### src/rtl/regfile_sb.sv
// Two-read/one-write register file with per-register busy scoreboard, registered reads and write bypass.
// Define REGFILE_ZERO_REG_EN to hardwire register 0 to zero (no write, no reserve, no bypass).
module regfile_sb #(
  parameter int DATA_W = 8,
  parameter int ADDR_W = 3
) (
  input  logic              CLK,
  input  logic              RESET,
  input  logic              WREN,
  input  logic [ADDR_W-1:0] INaddr,
  input  logic [DATA_W-1:0] IN,
  input  logic              RESV,
  input  logic [ADDR_W-1:0] RESVaddr,
  input  logic              RDEN,
  input  logic [ADDR_W-1:0] OUT1addr,
  input  logic [ADDR_W-1:0] OUT2addr,
  output logic [DATA_W-1:0] OUT1,
  output logic [DATA_W-1:0] OUT2,
  output logic              RVALID,
  output logic              BUSY
);

  localparam int DEPTH = 2 ** ADDR_W;

`ifdef REGFILE_ZERO_REG_EN
  localparam bit ZERO_EN = 1'b1;
`else
  localparam bit ZERO_EN = 1'b0;
`endif

  logic [DATA_W-1:0] regs [DEPTH];
  logic [DEPTH-1:0]  busy;
  logic [DEPTH-1:0]  eb;
  logic [DEPTH-1:0]  busy_nxt;
  logic              wr_ok;
  logic              resv_ok;
  logic              accept;
  logic [DATA_W-1:0] rd1;
  logic [DATA_W-1:0] rd2;

  assign wr_ok   = WREN && !(ZERO_EN && (INaddr == '0));
  assign resv_ok = RESV && !(ZERO_EN && (RESVaddr == '0));

  // A write this cycle releases its register so a waiting read can proceed now.
  always_comb begin
    eb = '0;
    for (int i = 0; i < DEPTH; i++) begin
      eb[i] = busy[i] && !(WREN && (INaddr == ADDR_W'(i)));
    end
  end

  assign BUSY   = RDEN && (eb[OUT1addr] || eb[OUT2addr]);
  assign accept = RDEN && !BUSY;

  always_comb begin
    rd1 = regs[OUT1addr];
    if (ZERO_EN && (OUT1addr == '0)) begin
      rd1 = '0;
    end else if (WREN && (INaddr == OUT1addr)) begin
      rd1 = IN;
    end
  end

  always_comb begin
    rd2 = regs[OUT2addr];
    if (ZERO_EN && (OUT2addr == '0)) begin
      rd2 = '0;
    end else if (WREN && (INaddr == OUT2addr)) begin
      rd2 = IN;
    end
  end

  // Reserve is applied after the write clear so a same-cycle reserve wins.
  always_comb begin
    busy_nxt = busy;
    if (wr_ok) begin
      busy_nxt[INaddr] = 1'b0;
    end
    if (resv_ok) begin
      busy_nxt[RESVaddr] = 1'b1;
    end
  end

  always_ff @(posedge CLK or negedge RESET) begin
    if (!RESET) begin
      for (int i = 0; i < DEPTH; i++) begin
        regs[i] <= '0;
      end
      busy   <= '0;
      OUT1   <= '0;
      OUT2   <= '0;
      RVALID <= 1'b0;
    end else begin
      if (wr_ok) begin
        regs[INaddr] <= IN;
      end
      busy   <= busy_nxt;
      RVALID <= accept;
      if (accept) begin
        OUT1 <= rd1;
        OUT2 <= rd2;
      end
    end
  end

endmodule

### config.mk
export PLATFORM = sky130hd
export DESIGN_NAME = regfile_sb
export DESIGN_NICKNAME = d
export VERILOG_FILES = /design/src/rtl/regfile_sb.sv
export SDC_FILE = /design/constraint.sdc
export NUM_CORES = 1
export LEC_CHECK = 0
export CORE_MARGIN = 2
export CORE_UTILIZATION = 52
export DETAILED_ROUTE_END_ITERATION = 7
export GPL_TIMING_DRIVEN = 0
export PLACE_DENSITY = 0.76
export SLEW_MARGIN = 40
export SYNTH_ARGS = -nofsm -noshare
export SYNTH_HDL_FRONTEND = slang
export SYNTH_SLANG_ARGS = --single-unit
### constraint.sdc
create_clock -name CLK -period 1.8 [get_ports CLK]
set_input_delay 0.36 -clock CLK [delete_from_list [all_inputs] [get_ports CLK]]
set_output_delay 0.36 -clock CLK [all_outputs]
set_load 0.02 [all_outputs]
==> results.md <==
- Drt via density: between 6 and 7
- Antenna Cells: 0
- Syn Nets: 405
- Final period utilization: 1.27
- Setup TNS Final: -5.76 ns
- Fmax: 439 MHz
- DRC: 0
- LEAKAGE: 2.63 nW
- Slew @ Worst Pin: 0.728 ns
- Worst Skew: 0.0137 ns
- Finished Cell Area: 0.00592 mm²
- Cell area after placement: 0.00537 mm²
- Layout cells sized above 1: 0.389
- H-tree depth: 3
- CTS tree: built
- FFs w/ async S/R, synth: 1.00
- Number of flops mapped to enable cells by yosys: 0
- Total power draw: 6.43 mW
- Crit-path cells: buf_8, buf_8, nor4b_4, o32a_1, mux4_2, o31a_1, nor2b_4, buf_6
- Horiz. Die Dim: 101 µm
- Startpoint Class: primary input
- Grt ovf: 0
- Critical Path AT: around 1.9 ns
- Max rail drop VDD: 0.486 mV
- Area grow syn2layout: 22.0%
- Finish-stage setup viols: 18
- Yosys reg bits: 89
- Global-route wire length before repair: 19400 µm
- Routed wire per std cell: 21.6 µm
- Chip height: 101 µm
- Data required, critical path: 1.44 ns
- Sequential share of the synthesized area: 0.459
- Gate Count Post-Synth: 380
- Final net count: 474
- CP Class: primary input to output port
- Initial antenna violation count: 0
- Initial core utilization: 0.530
- Clk slew on worst S/H paths: about 0.090 ns
- Avg Cell Area, Syn: 12.8 µm²
- Clk buf depth: 2
- Port buffer count: 31
- Outcome: complete, but fails checks
- Max Cap Viol: 0
- DRT antenna net count: 0
- Core outline area: 0.00915 mm²
- Util after Layout: 0.647
- Via count: around 3400
- Total CTS buffers: 9
- Drt total wl: 12200 µm
- Dpl hpwl: 7620 µm
- Crit path top cell by count: buf_8
- Crit Path Max Fanout: 7
- Largest net degree at the start of global routing: 60
- Worst setup path startpoint: WREN
- Failing checks: setup timing
- Clock tree sinks: 89
- Final Non-Filler Cells: about 560
- Worst path max stage delay: 0.48 ns
- Slowest stage cell, crit path: mux4_2
- Die Area: ~0.010 mm²
- GPL Wtd Cong: 0.855
- CTS root buffer: clkbuf_8
- Yosys cell types: 37
- RSZ-0062 raised after global routing: true
- CP Capture Type: output port
- YS warnings: 0
- Pre-CTS setup slack: -1.66 ns
- Std-Cell Rows: 35
- Initial DRC Count: 295
- Max-slew violations: 0
- Period minus WS final: 2.28 ns
- Min-Delay Startpoint: IN[6]
- Fin. Hold Viols: 0
- Final hold slack: 0.361 ns
- Post-synthesis instance area: 0.00485 mm²
- TritonRoute pass-1 iters: 4
- Final worst slack: -0.480 ns
- # IOs: 43
- Reg-to-reg critical path startpoint: busy[0]
- Vias in the first global route: 3565
- Pwr Density: 1090 mW/mm²
- FILL cells: ~660
- Clk_lat worst skew: 0.36 ns
- Gr usage total: 0.259
- Post-synth top flop: dfrtp_1
- Slew headroom: 0.515
- Hold WC Path Type: primary input to flip-flop
- Placed cells: approximately 520
## kinds of logic (layout without fill, tap and decap cells)
logic type      count (synthesis)  count (layout)  synth area share
compound gates                 36              36            0.0523
flops                          89              89             0.459
buf+inv                        39             112            0.0423
mux                           113             113             0.341
simple gates                   97              97            0.0943
xor+xnor                        6               6            0.0108
## cell usage after synthesis, drive strengths merged, types with 2 or more instances
cell     number  area share
dfrtp        89        0.46
inv           3      0.0023
mux2i        16       0.033
mux2         64        0.16
nand4b        3      0.0054
a21oi        16       0.016
xnor2         6       0.011
nand4bb       2      0.0046
nand2        58       0.045
a32oi         4      0.0072
clkbuf       19       0.015
o32a          2      0.0041
o32ai         2      0.0036
o21ai         6      0.0062
nor2         17       0.013
nand2b        3      0.0039
nand4         3      0.0039
buf          16       0.024
nor4bb        2      0.0041
nor2b         5      0.0064
mux4         33        0.15
## area by class of cell
cell class / instances / area (µm²) / area share
multi-input combinational: 252 / 2500 / 0.422
sequential: 89 / 2230 / 0.376
timing repair buffer: 60 / 594 / 0.100
buffer: 33 / 260 / 0.0439
tap: 111 / 139 / 0.0234
clock buffer: 9 / 124 / 0.0209
clock inverter: 6 / 60.1 / 0.0101
inverter: 4 / 20.0 / 0.00338
## path summary, 6_finish.rpt
kind | end | slack, ns | depth (start not counted)
hold / removal | regs[46] | 0.36 | 3
min in group asynchronous | OUT2[6] | 0.43 | 2
setup / recovery | BUSY | -0.48 | 8
max in group asynchronous | regs[39] | 0.77 | 3
setup reg to reg | OUT1[2] | -0.37 | 8
hold reg to reg | regs[44] | 0.51 | 2
## critical path: cells and delay by family
family / cells / cell delay, ns
compound gates: 2 / 0.50
buf+inv: 3 / 0.33
mux: 1 / 0.48
simple gates: 2 / 0.24
## layer usage
| layer | vias up | GRT usage | routed length (µm) |
|---|---|---|---|
| li1 | 1525 | - | - |
| met1 | 1766 | 0.332 | 4890 |
| met2 | 105 | 0.441 | 6340 |
| met3 | 24 | 0.0444 | 648 |
| met4 | 0 | 0.0991 | 303 |
| met5 | - | 0 | 0 |
## state kept, by name (all words and copies together), names as in the netlist
| signal | count |
|---|---|
| regs | 64 |
| OUT1 | 8 |
| RVALID | 1 |
| busy | 8 |
| OUT2 | 8 |
## cell usage in the layout (no fill, tap or decap), types with 4 or more instances in the layout
master	synthesis	layout
dfrtp_1	89	89
nand2_1	58	58
mux2_2	55	48
mux4_2	33	33
buf_4	2	27
clkdlybuf4s50_1	0	23
nor2_1	17	17
buf_6	4	16
mux2i_1	16	16
a21oi_1	16	16
mux2_4	9	16
clkbuf_1	19	12
clkbuf_8	0	10
o21ai_0	6	6
xnor2_1	6	6
buf_8	1	4
a32oi_1	4	4
## where the power goes
| part | leakage [nW] | total [mW] | switching (mW) | internal (mW) |
|---|---|---|---|---|
| Clock | 0.0909 | 1.34 | 0.713 | 0.627 |
| Sequential | 1.08 | 2.86 | 0.337 | 2.52 |
| Combinational | 1.45 | 2.24 | 0.903 | 1.34 |
## timing repair
action / in CTS / in global routing
endpoints found under the hold margin: 30 / 0
resized for setup: 71 / 6
setup endpoints to repair: 18 / 18
cloned: 1 / 0
buffers inserted: 24 / 4
pin swaps: 5 / 3
hold buffers: 1 / 0
Note: power is estimated with default switching activity, not from simulation.
==> variant (same flow settings) <==
Change the parameter `DATA_W` from 8 to 12.
--- a/src/rtl/regfile_sb.sv
+++ b/src/rtl/regfile_sb.sv
@@ -1,7 +1,7 @@
 // Two-read/one-write register file with per-register busy scoreboard, registered reads and write bypass.
 // Define REGFILE_ZERO_REG_EN to hardwire register 0 to zero (no write, no reserve, no bypass).
 module regfile_sb #(
-  parameter int DATA_W = 8,
+  parameter int DATA_W = 12,
   parameter int ADDR_W = 3
 ) (
   input  logic              CLK,
Ports: changed (resized IN, OUT1 and OUT2); port bits go from 43 to 55. The function was not compared with the original's and may differ.
==> variant against the unedited design <==
- synthesized area is 43% higher
- the run still ends with setup timing left
- sequential cell count rose by 40
- sequential share of layout area decreased by 0.22 points
- cell area rose by 46%
- critical path depth unchanged
- power is 69% higher
- wire length grew 43%
- worst setup slack got worse by 19 ps
==> variant: results (changes against the unedited design) <==
PortBufs 39 (+26%); GRT Total Usage 0.258 (-0.00153); layout cell share with drive strength beyond 1 0.397 (+0.00896); Synth top cells by count 129 x dfrtp_1, 82 x nand2_1, 77 x mux2_2; first-pass GRT wire length 27500 µm (+42%); Clock Skews 6.19 ps (-7.48 ps); Clock Root Buffer clkbuf_16; FF-to-FF path depth 9 (+1); setup ws final -499 ps (-18.6 ps); Slew @ Worst Pin 803 ps (+74.5 ps); syn_area_per_cell 13.0 µm² (+2.0%); status finished with violations; Final setup viols 26 (+8); placed insts 750 (+43%); Post-Synth XOR/XNOR Area 0.00757 (-0.00326); r2r endpoint OUT2[7]; Setup TNS -9480 ps (-3720 ps); register area share after synthesis 0.465 (+0.00610); post-synthesis mux area share 0.359 (+0.0180); later-pin clock latency in the skew report 420 ps (+60 ps); Pre-antenna DRT Iters 5 (+1); Num CTS Buffers 17 (+8); routing usage on met1 0.339 (+0.00642); Leak 0.00382 µW (+45%); failing checks setup timing; metal2 WL 8510 µm (+34%); H-Tree Depth 4 (+1); DR WL met3 1480 µm (+130%); WL final 17400 µm (+43%); WL met1 7020 µm (+43%); M3 GR Usage 0.0718 (+0.0274); gp weighted congestion 0.851 (-0.57%); Synth Area in Compound Gates 0.0420 (-0.0103); DP Wirelength 11200 µm (+47%); met2 Use GR 0.402 (-0.0392); pre-CTS setup slack -1440 ps (+214 ps); routed len/inst 21.5 µm (-0.39%); vias in the first global route 5080 (+42%); Clock transition at path regs 50 ps (-40 ps); Detailed Route Iter0 Violations 399 (+35%)
variant: cell types whose count changed in the layout (fill, tap and decap cells not counted), sizes merged, moves of 16 or more:
cell / before / now
mux4: 33 / 49
dfrtp: 89 / 129
nand2: 58 / 82
mux2: 64 / 96
clkbuf: 25 / 46
variant: layout make-up:
| cell class | instances | share of cell area |
|---|---|---|
| Multi-Input combinational cell | 350 | 0.410 |
| Sequential cell | 129 | 0.374 |
| Timing Repair Buffer | 72 | 0.0843 |
| Clock buffer | 20 | 0.0529 |
| Buffer | 47 | 0.0371 |
| Tap cell | 176 | 0.0255 |
| Clock inverter | 12 | 0.0152 |
| Inverter | 4 | 0.00174 |
variant: where the power goes:
part           internal [µW]  total, µW  switching, µW
registers               3670       4170            503
clock network           2120       3450           1330
logic                   1920       3270           1350
variant: worst max-delay path, stage by stage:
cell and delay (ps):
buf_2 120, buf_12 130, nor4b_4 140, o32a_1 330, mux4_2 500, o31ai_2 80, and2_4 170, buf_6 100
variant: through the flow:
stage / area [µm²] / hold WS, ps
final: 8640 / 328
after global routing: 8640 / 360
after CTS: 8580 / 315
after detailed placement: 7610 / 287
after global placement: 7570 / 472
after floorplan: 6960 / 64.4
variant: how the worst min path moves through the flow:
stage | from | endpoint | slack (ps) | cells past startpoint
6_report | IN[11] | regs[35] | 330 | 3
5_1_grt | IN[11] | regs[35] | 360 | 3
4_1_cts | IN[11] | regs[35] | 320 | 3
3_5_place_dp | RESET | busy[4] | 290 | 1
3_3_place_gp | regs[25] | regs[25] | 470 | 2
2_1_floorplan | RESET | OUT1[0] | 60 | 0
variant: what timing repair did:
action | 4_1_cts | 5_1_grt
hold buffers | 1 | 0
hold endpoints to repair | 50 | 0
buffers inserted | 23 | 2
pin swaps | 6 | 2
gates cloned | 5 | 0
setup endpoints to repair | 90 | 35
resized for setup | 62 | 7
